**config.mk**
```make
export PLATFORM = sky130hd
export DESIGN_NAME = load_store_unit
export DESIGN_NICKNAME = d
export VERILOG_FILES = /design/src/rtl/load_store_unit.sv
export SDC_FILE = /design/constraint.sdc
export NUM_CORES = 1
export LEC_CHECK = 0
export BUFFER_PORTS_ARGS = -buffer_cell sky130_fd_sc_hd__buf_2
export CORE_MARGIN = 5
export CORE_UTILIZATION = 53
export CTS_BUF_LIST = sky130_fd_sc_hd__clkbuf_8
export CTS_CLUSTER_DIAMETER = 50
export DETAILED_ROUTE_END_ITERATION = 10
export GPL_TIMING_DRIVEN = 0
export PLACE_DENSITY = 0.94
export SLEW_MARGIN = 20
export SYNTH_ARGS = -nofsm -noshare
export SYNTH_HDL_FRONTEND = slang
export SYNTH_SLANG_ARGS = --single-unit
```
**constraint.sdc**
```tcl
create_clock -name clk -period 3.91 [get_ports clk]
set_input_delay 0.391 -clock clk [delete_from_list [all_inputs] [get_ports clk]]
set_output_delay 0.391 -clock clk [all_outputs]
set_load 0.01 [all_outputs]
```
**src/rtl/load_store_unit.sv**
```systemverilog
// ----------------------------------------------------------------------------
// load_store_unit
//   Bridges the execute stage (byte address + store data) to a word-addressed
//   data memory with a one-cycle registered read. RV32I byte/half/word loads
//   and stores are turned into whole-word accesses:
//     - SW writes directly in the accept cycle.
//     - SB/SH read the word, merge the new lanes, and write it back a cycle
//       later (read-modify-write).
//     - Loads read the word and extract/extend the addressed lane.
//   Misaligned accesses and illegal funct3 codes complete immediately with an
//   error response and never touch memory.
//
// Ports
//   clk, rst                 clock, synchronous active-high reset
//   req_valid/req_ready      request handshake (ready only while idle)
//   req_we, req_funct3       store flag and RV32I size/extension code
//   req_addr, req_wdata      byte address and store data
//   resp_valid/resp_err      one-cycle completion pulse and error flag
//   resp_rdata               extended load data (0 for stores and errors)
//   mem_addr/mem_wen         word index and write enable to the memory
//   mem_wdata/mem_rdata      memory write data and registered read data
// ----------------------------------------------------------------------------
module load_store_unit #(
    parameter int ADDRESS_WIDTH = 16,
    parameter int DATA_WIDTH    = 32
) (
    input  logic                     clk,
    input  logic                     rst,
    input  logic                     req_valid,
    output logic                     req_ready,
    input  logic                     req_we,
    input  logic [2:0]               req_funct3,
    input  logic [DATA_WIDTH-1:0]    req_addr,
    input  logic [DATA_WIDTH-1:0]    req_wdata,
    output logic                     resp_valid,
    output logic                     resp_err,
    output logic [DATA_WIDTH-1:0]    resp_rdata,
    output logic [ADDRESS_WIDTH-1:0] mem_addr,
    output logic                     mem_wen,
    output logic [DATA_WIDTH-1:0]    mem_wdata,
    input  logic [DATA_WIDTH-1:0]    mem_rdata
);

    typedef enum logic [1:0] {
        IDLE    = 2'd0,
        LOAD_RD = 2'd1,
        RMW_RD  = 2'd2
    } state_t;

    state_t                   state_q, state_d;
    logic [ADDRESS_WIDTH-1:0] addr_q, addr_d;
    logic [1:0]               off_q, off_d;
    logic [2:0]               funct3_q, funct3_d;
    logic [DATA_WIDTH-1:0]    wdata_q, wdata_d;
    logic [3:0]               mask_q, mask_d;
    logic                     resp_valid_q, resp_valid_d;
    logic                     resp_err_q, resp_err_d;
    logic [DATA_WIDTH-1:0]    resp_rdata_q, resp_rdata_d;

    logic [ADDRESS_WIDTH-1:0] req_word;
    logic [1:0]               req_off;
    logic                     accept;
    logic                     f3_legal;
    logic                     misaligned;
    logic                     req_err;
    logic [DATA_WIDTH-1:0]    load_lane;
    logic [DATA_WIDTH-1:0]    load_data;
    logic [DATA_WIDTH-1:0]    merged;

    assign req_word  = req_addr[ADDRESS_WIDTH+1:2];
    assign req_off   = req_addr[1:0];
    assign req_ready = (state_q == IDLE);
    assign accept    = req_valid & req_ready;

    // funct3[1:0] encodes the access size for every legal code.
    always_comb begin
        f3_legal = 1'b0;
        if (req_we) begin
            f3_legal = (req_funct3 == 3'b000) || (req_funct3 == 3'b001) ||
                       (req_funct3 == 3'b010);
        end else begin
            f3_legal = (req_funct3 == 3'b000) || (req_funct3 == 3'b001) ||
                       (req_funct3 == 3'b010) || (req_funct3 == 3'b100) ||
                       (req_funct3 == 3'b101);
        end
    end

    assign misaligned = ((req_funct3[1:0] == 2'b01) && req_off[0]) ||
                        ((req_funct3[1:0] == 2'b10) && (req_off != 2'b00));
    assign req_err    = !f3_legal || misaligned;

    // Move the addressed lane down to bit 0, then extend.
    assign load_lane = mem_rdata >> {off_q, 3'b000};

    always_comb begin
        load_data = load_lane;
        case (funct3_q)
            3'b000:  load_data = {{24{load_lane[7]}},  load_lane[7:0]};
            3'b001:  load_data = {{16{load_lane[15]}}, load_lane[15:0]};
            3'b100:  load_data = {24'd0, load_lane[7:0]};
            3'b101:  load_data = {16'd0, load_lane[15:0]};
            default: load_data = load_lane;
        endcase
    end

    // Byte-lane merge for sub-word stores: new lanes from the pre-shifted
    // store data, untouched lanes from the word just read.
    genvar gi;
    generate
        for (gi = 0; gi < 4; gi++) begin : g_lane
            assign merged[gi*8 +: 8] = mask_q[gi] ? wdata_q[gi*8 +: 8]
                                                  : mem_rdata[gi*8 +: 8];
        end
    endgenerate

    always_comb begin
        state_d      = state_q;
        addr_d       = addr_q;
        off_d        = off_q;
        funct3_d     = funct3_q;
        wdata_d      = wdata_q;
        mask_d       = mask_q;
        resp_valid_d = 1'b0;
        resp_err_d   = 1'b0;
        resp_rdata_d = '0;
        mem_addr     = req_word;
        mem_wen      = 1'b0;
        mem_wdata    = req_wdata;

        case (state_q)
            IDLE: begin
                if (accept) begin
                    if (req_err) begin
                        resp_valid_d = 1'b1;
                        resp_err_d   = 1'b1;
                    end else if (req_we && (req_funct3 == 3'b010)) begin
                        mem_wen      = 1'b1;
                        resp_valid_d = 1'b1;
                    end else begin
                        addr_d   = req_word;
                        off_d    = req_off;
                        funct3_d = req_funct3;
                        if (req_we) begin
                            wdata_d = req_wdata << {req_off, 3'b000};
                            mask_d  = (req_funct3[0] ? 4'b0011 : 4'b0001) << req_off;
                            state_d = RMW_RD;
                        end else begin
                            state_d = LOAD_RD;
                        end
                    end
                end
            end
            LOAD_RD: begin
                mem_addr     = addr_q;
                resp_valid_d = 1'b1;
                resp_rdata_d = load_data;
                state_d      = IDLE;
            end
            RMW_RD: begin
                mem_addr     = addr_q;
                mem_wen      = 1'b1;
                mem_wdata    = merged;
                resp_valid_d = 1'b1;
                state_d      = IDLE;
            end
            default: state_d = IDLE;
        endcase

        // A reset landing mid read-modify-write must not corrupt memory.
        if (rst) begin
            mem_wen = 1'b0;
        end
    end

    always_ff @(posedge clk) begin
        if (rst) begin
            state_q      <= IDLE;
            addr_q       <= '0;
            off_q        <= '0;
            funct3_q     <= '0;
            wdata_q      <= '0;
            mask_q       <= '0;
            resp_valid_q <= 1'b0;
            resp_err_q   <= 1'b0;
            resp_rdata_q <= '0;
        end else begin
            state_q      <= state_d;
            addr_q       <= addr_d;
            off_q        <= off_d;
            funct3_q     <= funct3_d;
            wdata_q      <= wdata_d;
            mask_q       <= mask_d;
            resp_valid_q <= resp_valid_d;
            resp_err_q   <= resp_err_d;
            resp_rdata_q <= resp_rdata_d;
        end
    end

    assign resp_valid = resp_valid_q;
    assign resp_err   = resp_err_q;
    assign resp_rdata = resp_rdata_q;

endmodule

```
==> impl_metrics.yaml, run 1 <==
outcome:
  status: "finished, final reports clean"
die:
  num_rows: 35
  die-area_sq_mm: 0.0115
  boundaryPins: 187
  initial_core_util: 0.543
  die_width_um: 107
  dieHeight_um: 107
  core_area_sq_mm: 0.00924
pwr:
  p_sw_mw: 0.688
  p_leak_nw: 2.64
  power_density_mw_per_mm2: 338
  power_mw: 2.11
  sw_frac_of_total: 0.327
  p_int_mw: 1.42
  ir_worst_vdd_uv: 283
  comb_power_share: 0.230
  seqPwrFrac: 0.471
  pwr-share-clk: 0.299
critical_path:
  crit_required_ps: 3520
  path_class: "reg2out"
  crit_fanout: 10
  regToRegSetupSlack_ps: 1750
  start_kind: "flop"
  crit_arrival_ps: 2480
  worst_setup_path_end_kind: "output port"
yosys:
  synth_edf_count: 0
  syn_area_per_cell_sq_um: 8.31
  syn-num-nets: 710
  synthSimpleGateAreaFrac: 0.171
  synth-seq-cells: 93
  ys.flop_type: "dfxtp_1"
  synth.cell_area_sq_mm: 0.00501
  synth_top_cell_area_share: 0.371
  synth_xor_area_frac: 0
  synth_compound_area_frac: 0.209
  synth_mux_area_frac: 0.190
  yosysUniqueCellTypes: 39
  ys_top_cells_by_area: "dfxtp_1 (37%), mux2i_1 (13%), a21oi_1 (9.2%)"
  synthCells: 603
  ys_warn_count: 0
  yosysTopAreaCell: "dfxtp_1"
  synth_top_family_by_area: "compound AO/OA/AOI/OAI gates"
  ys_seq_area_frac: 0.371
  synthAdderAreaFrac: 0.00998
  async_flop_share: 0
route:
  post-route-drc-count: 0
  drt_first_pass_iters: 5
  ant_nets: 0
  drtIter0Drc: 483
  via_per_inst: 5.93
  drt_wl_total_um: 17300
  vias: 5446
  wl_per_cell_um: 18.8
grt:
  grt_util_all_layers: 0.294
  grt_max_degree: 19
  grt_pass1_vias: 5197
  grt_pass1_wl_um: 26600
  grt_overflow: 0
  grt_antenna_before_repair: 1
clock_network:
  cts_tree: "built"
  hold_buffers: 0
  cts.path.max_buffers: 2
  cts_setup_buffers: 0
  clock_sinks: 93
  clock_latency_ps: 370
  numCtsBuffers: 9
  clk_pin_slew_worst_paths_ps: 90
  cts_resized: 0
  cts_root_buf: "clkbuf_8"
  cts.htree.levels: 3
timing:
  tns_ps: 0
  slew_violations: 0
  setup_slack_ps: 1040
  min_period_over_period: 0.735
  skew_ps: 9.95
  fin_hold_ws_ps: 258
  fin_crit_ps: 2870
  setup_viol: 0
  slew_headroom: 0.518
  worst_pin_slew_ps: 723
  fmax_ghz: 0.348
  hold_viol_final: 0
  rsz0062_at_grt: "no"
cells_and_area:
  final_cell_mix: "buf_2 (182), dfxtp_1 (93), a21oi_1 (92)"
  area_growth_pct: 24.1
  n_antenna_cell: 0
  nets: 891
  final.fill_count: 797
  drive_gt1_frac: 0.303
  final_common_cell: "buf_2"
  final_util: 0.673
flow_run:
  maxCapViolations: 0
placement:
  io_buffer_count: 170
  gp_congestion: 0.997
  place_hpwl_um: 13500
  dp_slack_ps: 1400
hold_path:
  hp-class: "in2reg"
-- synth_stat cells, types with 9 or more instances --
cell type / instances
a211oi_1: 24
a21oi_1: 92
buf_2: 12
clkbuf_1: 36
dfxtp_1: 93
mux2_2: 25
mux2i_1: 65
nand2_1: 53
nand2b_1: 21
nand4_1: 17
nor2_1: 53
nor2b_1: 9
o21ai_0: 10
o21ai_1: 26
-- final cells by class --
cell class                      instances  area (sq um)  area share
Buffer                                 55           229      0.0368
Clock buffer                            9           124      0.0199
Clock inverter                          7          65.1      0.0105
Inverter                                4          15.0     0.00241
Multi-Input combinational cell        451          2910       0.468
Sequential cell                        93          1860       0.299
Tap cell                              129           161      0.0260
Timing Repair Buffer                  170           851       0.137
-- power by group through the flow --
stage          clock (mW)  combinational, mW  sequential, mW
2_1_floorplan           0              0.270            1.02
3_3_place_gp            0              0.463            1.01
6_report            0.629              0.484           0.992
4_1_cts             0.629              0.476           0.992
3_5_place_dp            0              0.473            1.01
5_1_grt             0.667              0.522           0.996
-- state kept, by name, indices dropped and copies added (netlist names) --
name and cells:
state_q 2, addr_q 16, resp_err 1, funct3_q 3
mask_q 4, resp_rdata 32, off_q 2, resp_valid 1
wdata_q 32
-- layer usage --
layer | global-route usage | vias to the layer above | routed length (um)
met4 | 0.132 | 2 | 673
li1 | - | 2507 | -
met2 | 0.484 | 370 | 8020
met1 | 0.360 | 2509 | 6630
met3 | 0.0768 | 58 | 1910
met5 | 0 | - | 14
-- worst max-delay path: stages (launching register included) --
cell      delay, ps
dfxtp_1         390
inv_1            90
ha_1            280
clkbuf_1        340
clkbuf_1        490
mux2_2          400
buf_2           140
-- worst paths after layout --
kind                                   start      endpoint  cells after the start
worst max-delay path              state_q[1]  mem_addr[14]                      6
worst min-delay path            req_addr[14]    addr_q[12]                      3
worst max register to register    state_q[0]   wdata_q[23]                      7
worst min register to register    addr_q[12]    addr_q[12]                      2
-- kinds of logic (layout without fill, tap and decap cells) --
group | count (synthesis) | after routing
flip-flops | 93 | 93
adder cells (fa/ha/maj) | 4 | 4
multiplexers | 91 | 91
buffers and inverters | 59 | 245
AND/OR/NAND/NOR | 177 | 177
AO/OA/AOI/OAI | 179 | 179
-- metrics by stage --
step           cell area, sq um  std cells
2_1_floorplan              5010        603
3_3_place_gp               6030        902
3_5_place_dp               6030        902
4_1_cts                    6210        918
5_1_grt                    6220        918
6_report                   6220        918
Note: power is estimated with default switching activity, not from simulation.
==> run 2: changes to the inputs <==
--- a/config.mk
+++ b/config.mk
@@ -7,12 +7,12 @@
 export LEC_CHECK = 0
 export BUFFER_PORTS_ARGS = -buffer_cell sky130_fd_sc_hd__buf_2
 export CORE_MARGIN = 5
-export CORE_UTILIZATION = 53
+export CORE_UTILIZATION = 46
 export CTS_BUF_LIST = sky130_fd_sc_hd__clkbuf_8
 export CTS_CLUSTER_DIAMETER = 50
 export DETAILED_ROUTE_END_ITERATION = 10
 export GPL_TIMING_DRIVEN = 0
-export PLACE_DENSITY = 0.94
+export PLACE_DENSITY = 0.87
 export SLEW_MARGIN = 20
 export SYNTH_ARGS = -nofsm -noshare
 export SYNTH_HDL_FRONTEND = slang
==> constraint.sdc (replaced) <==
create_clock -name clk -period 2.5 [get_ports clk]
set_input_delay 0.25 -clock clk [delete_from_list [all_inputs] [get_ports clk]]
set_output_delay 0.25 -clock clk [all_outputs]
set_load 0.01 [all_outputs]
==> run 2 against run 1 <==
  * Utilization decreased by 9.1 points
  * Final cell count increased by 0.87%
  * Global-route usage decreased by 3.2 points
  * Non-clock buffer count decreased by 2
  * Largest cell class unchanged
==> impl_metrics.yaml, run 2 (synthesis results as in run 1) <==
outcome:
  status: "finished, final reports clean"
route:
  drt_first_pass_iters: 5
  vias: 5344
  wl_per_cell_um: 18.8
  drt_wl_total_um: 17400
  post-route-drc-count: 0
  drtIter0Drc: 461
  via_per_inst: 5.77
  ant_nets: 0
placement:
  io_buffer_count: 170
  dp_slack_ps: 152
  gp_congestion: 0.986
  place_hpwl_um: 13600
clock_network:
  cts_root_buf: "clkbuf_8"
  cts.path.max_buffers: 2
  numCtsBuffers: 9
  cts_tree: "built"
  clk_pin_slew_worst_paths_ps: 90
  cts.htree.levels: 3
  clock_latency_ps: 370
  clock_sinks: 93
grt:
  grt_util_all_layers: 0.262
  grt_pass1_wl_um: 26900
  grt_max_degree: 16
  grt_pass1_vias: 5160
  grt_overflow: 0
  grt_antenna_before_repair: 0
timing:
  fmax_ghz: 0.419
  skew_ps: 10.6
  setup_slack_ps: 114
  setup_viol: 0
  fin_hold_ws_ps: 124
  tns_ps: 0
  hold_viol_final: 0
  slew_violations: 0
  min_period_over_period: 0.954
  fin_crit_ps: 2390
  rsz0062_at_grt: "no"
  slew_headroom: 0.272
  worst_pin_slew_ps: 1080
die:
  num_rows: 38
  dieHeight_um: 114
  core_area_sq_mm: 0.0107
  die-area_sq_mm: 0.0131
  initial_core_util: 0.467
  die_width_um: 114
  boundaryPins: 187
pwr:
  p_leak_nw: 2.66
  p_sw_mw: 1.02
  power_mw: 3.40
  seqPwrFrac: 0.456
  p_int_mw: 2.39
  power_density_mw_per_mm2: 545
  comb_power_share: 0.222
  ir_worst_vdd_uv: 359
  pwr-share-clk: 0.322
  sw_frac_of_total: 0.299
cells_and_area:
  area_growth_pct: 24.7
  drive_gt1_frac: 0.309
  final_common_cell: "buf_2"
  nets: 889
  final_cell_mix: "buf_2 (183), dfxtp_1 (93), a21oi_1 (92)"
  n_antenna_cell: 0
critical_path:
  worst_setup_path_end_kind: "output port"
  start_kind: "flop"
  crit_required_ps: 2250
  reg2reg_depth: 7
  path_class: "reg2out"
  crit_fanout: 10
  crit_arrival_ps: 2140
hold_path:
  whs_path_depth: 3
  hp-class: "in2reg"
flow_run:
  maxCapViolations: 0
## run 2: cell types whose count changed in the layout (fill, tap and decap cells not counted), moves of 2 or more
| cell | previous run | this run |
|---|---|---|
| buf_1 | 5 | 3 |
| bufinv_16 | 0 | 2 |
| clkbuf_1 | 36 | 30 |
| clkbuf_2 | 0 | 5 |
| clkinvlp_4 | 0 | 2 |
| inv_8 | 3 | 0 |
## run 2: final timing paths
check	startpoint	to	slack, ps
setup / recovery	state_q[1]	mem_addr[10]	110
hold / removal	req_addr[16]	addr_q[14]	120
setup reg to reg	state_q[0]	wdata_q[8]	340
hold reg to reg	addr_q[4]	addr_q[4]	450
## run 2: final cells by class
type	count	area, sq um
Clock buffer	9	124
Tap cell	140	175
Buffer	53	229
Sequential cell	93	1860
Inverter	4	15.0
Multi-Input combinational cell	451	2910
Clock inverter	6	88.8
Fill cell	1009	4490
Timing Repair Buffer	170	851
## run 2: power by group through the flow
stage                     registers [mW]  logic, mW  clock network [mW]
after floorplan                     1.59      0.423                   0
after global placement              1.58      0.734                   0
after detailed placement            1.59      0.743                   0
after CTS                           1.55      0.747                1.10
after global routing                1.56      0.826                1.16
final                               1.55      0.757                1.10
## run 2: what timing repair did
item | CTS | global route
buffers inserted | 0 | 0
setup endpoints to repair | 27 | 19
hold buffers | 0 | 0
gates resized for setup | 3 | 5
## run 2: worst max-delay path, stage by stage, from the launching register on
cell     delay, ps
dfxtp_1        390
inv_1           80
ha_1           470
buf_2          330
mux2_2         370
buf_2          140
## run 2: through the flow
stage	area [sq um]	utilization	instances
detailed placement	6040	0.562	913
CTS	6250	0.582	926
finish	6250	0.582	926
floorplan	5010	-	603
global route	6250	0.582	926
global placement	6040	0.562	913
## run 2: routing by layer
layer	vias to the layer above	global-route usage	part of all wire
li1	2504	-	-
met1	2478	0.327	0.38
met2	311	0.434	0.47
met3	51	0.0703	0.11
met4	0	0.0926	0.031
met5	-	0	0
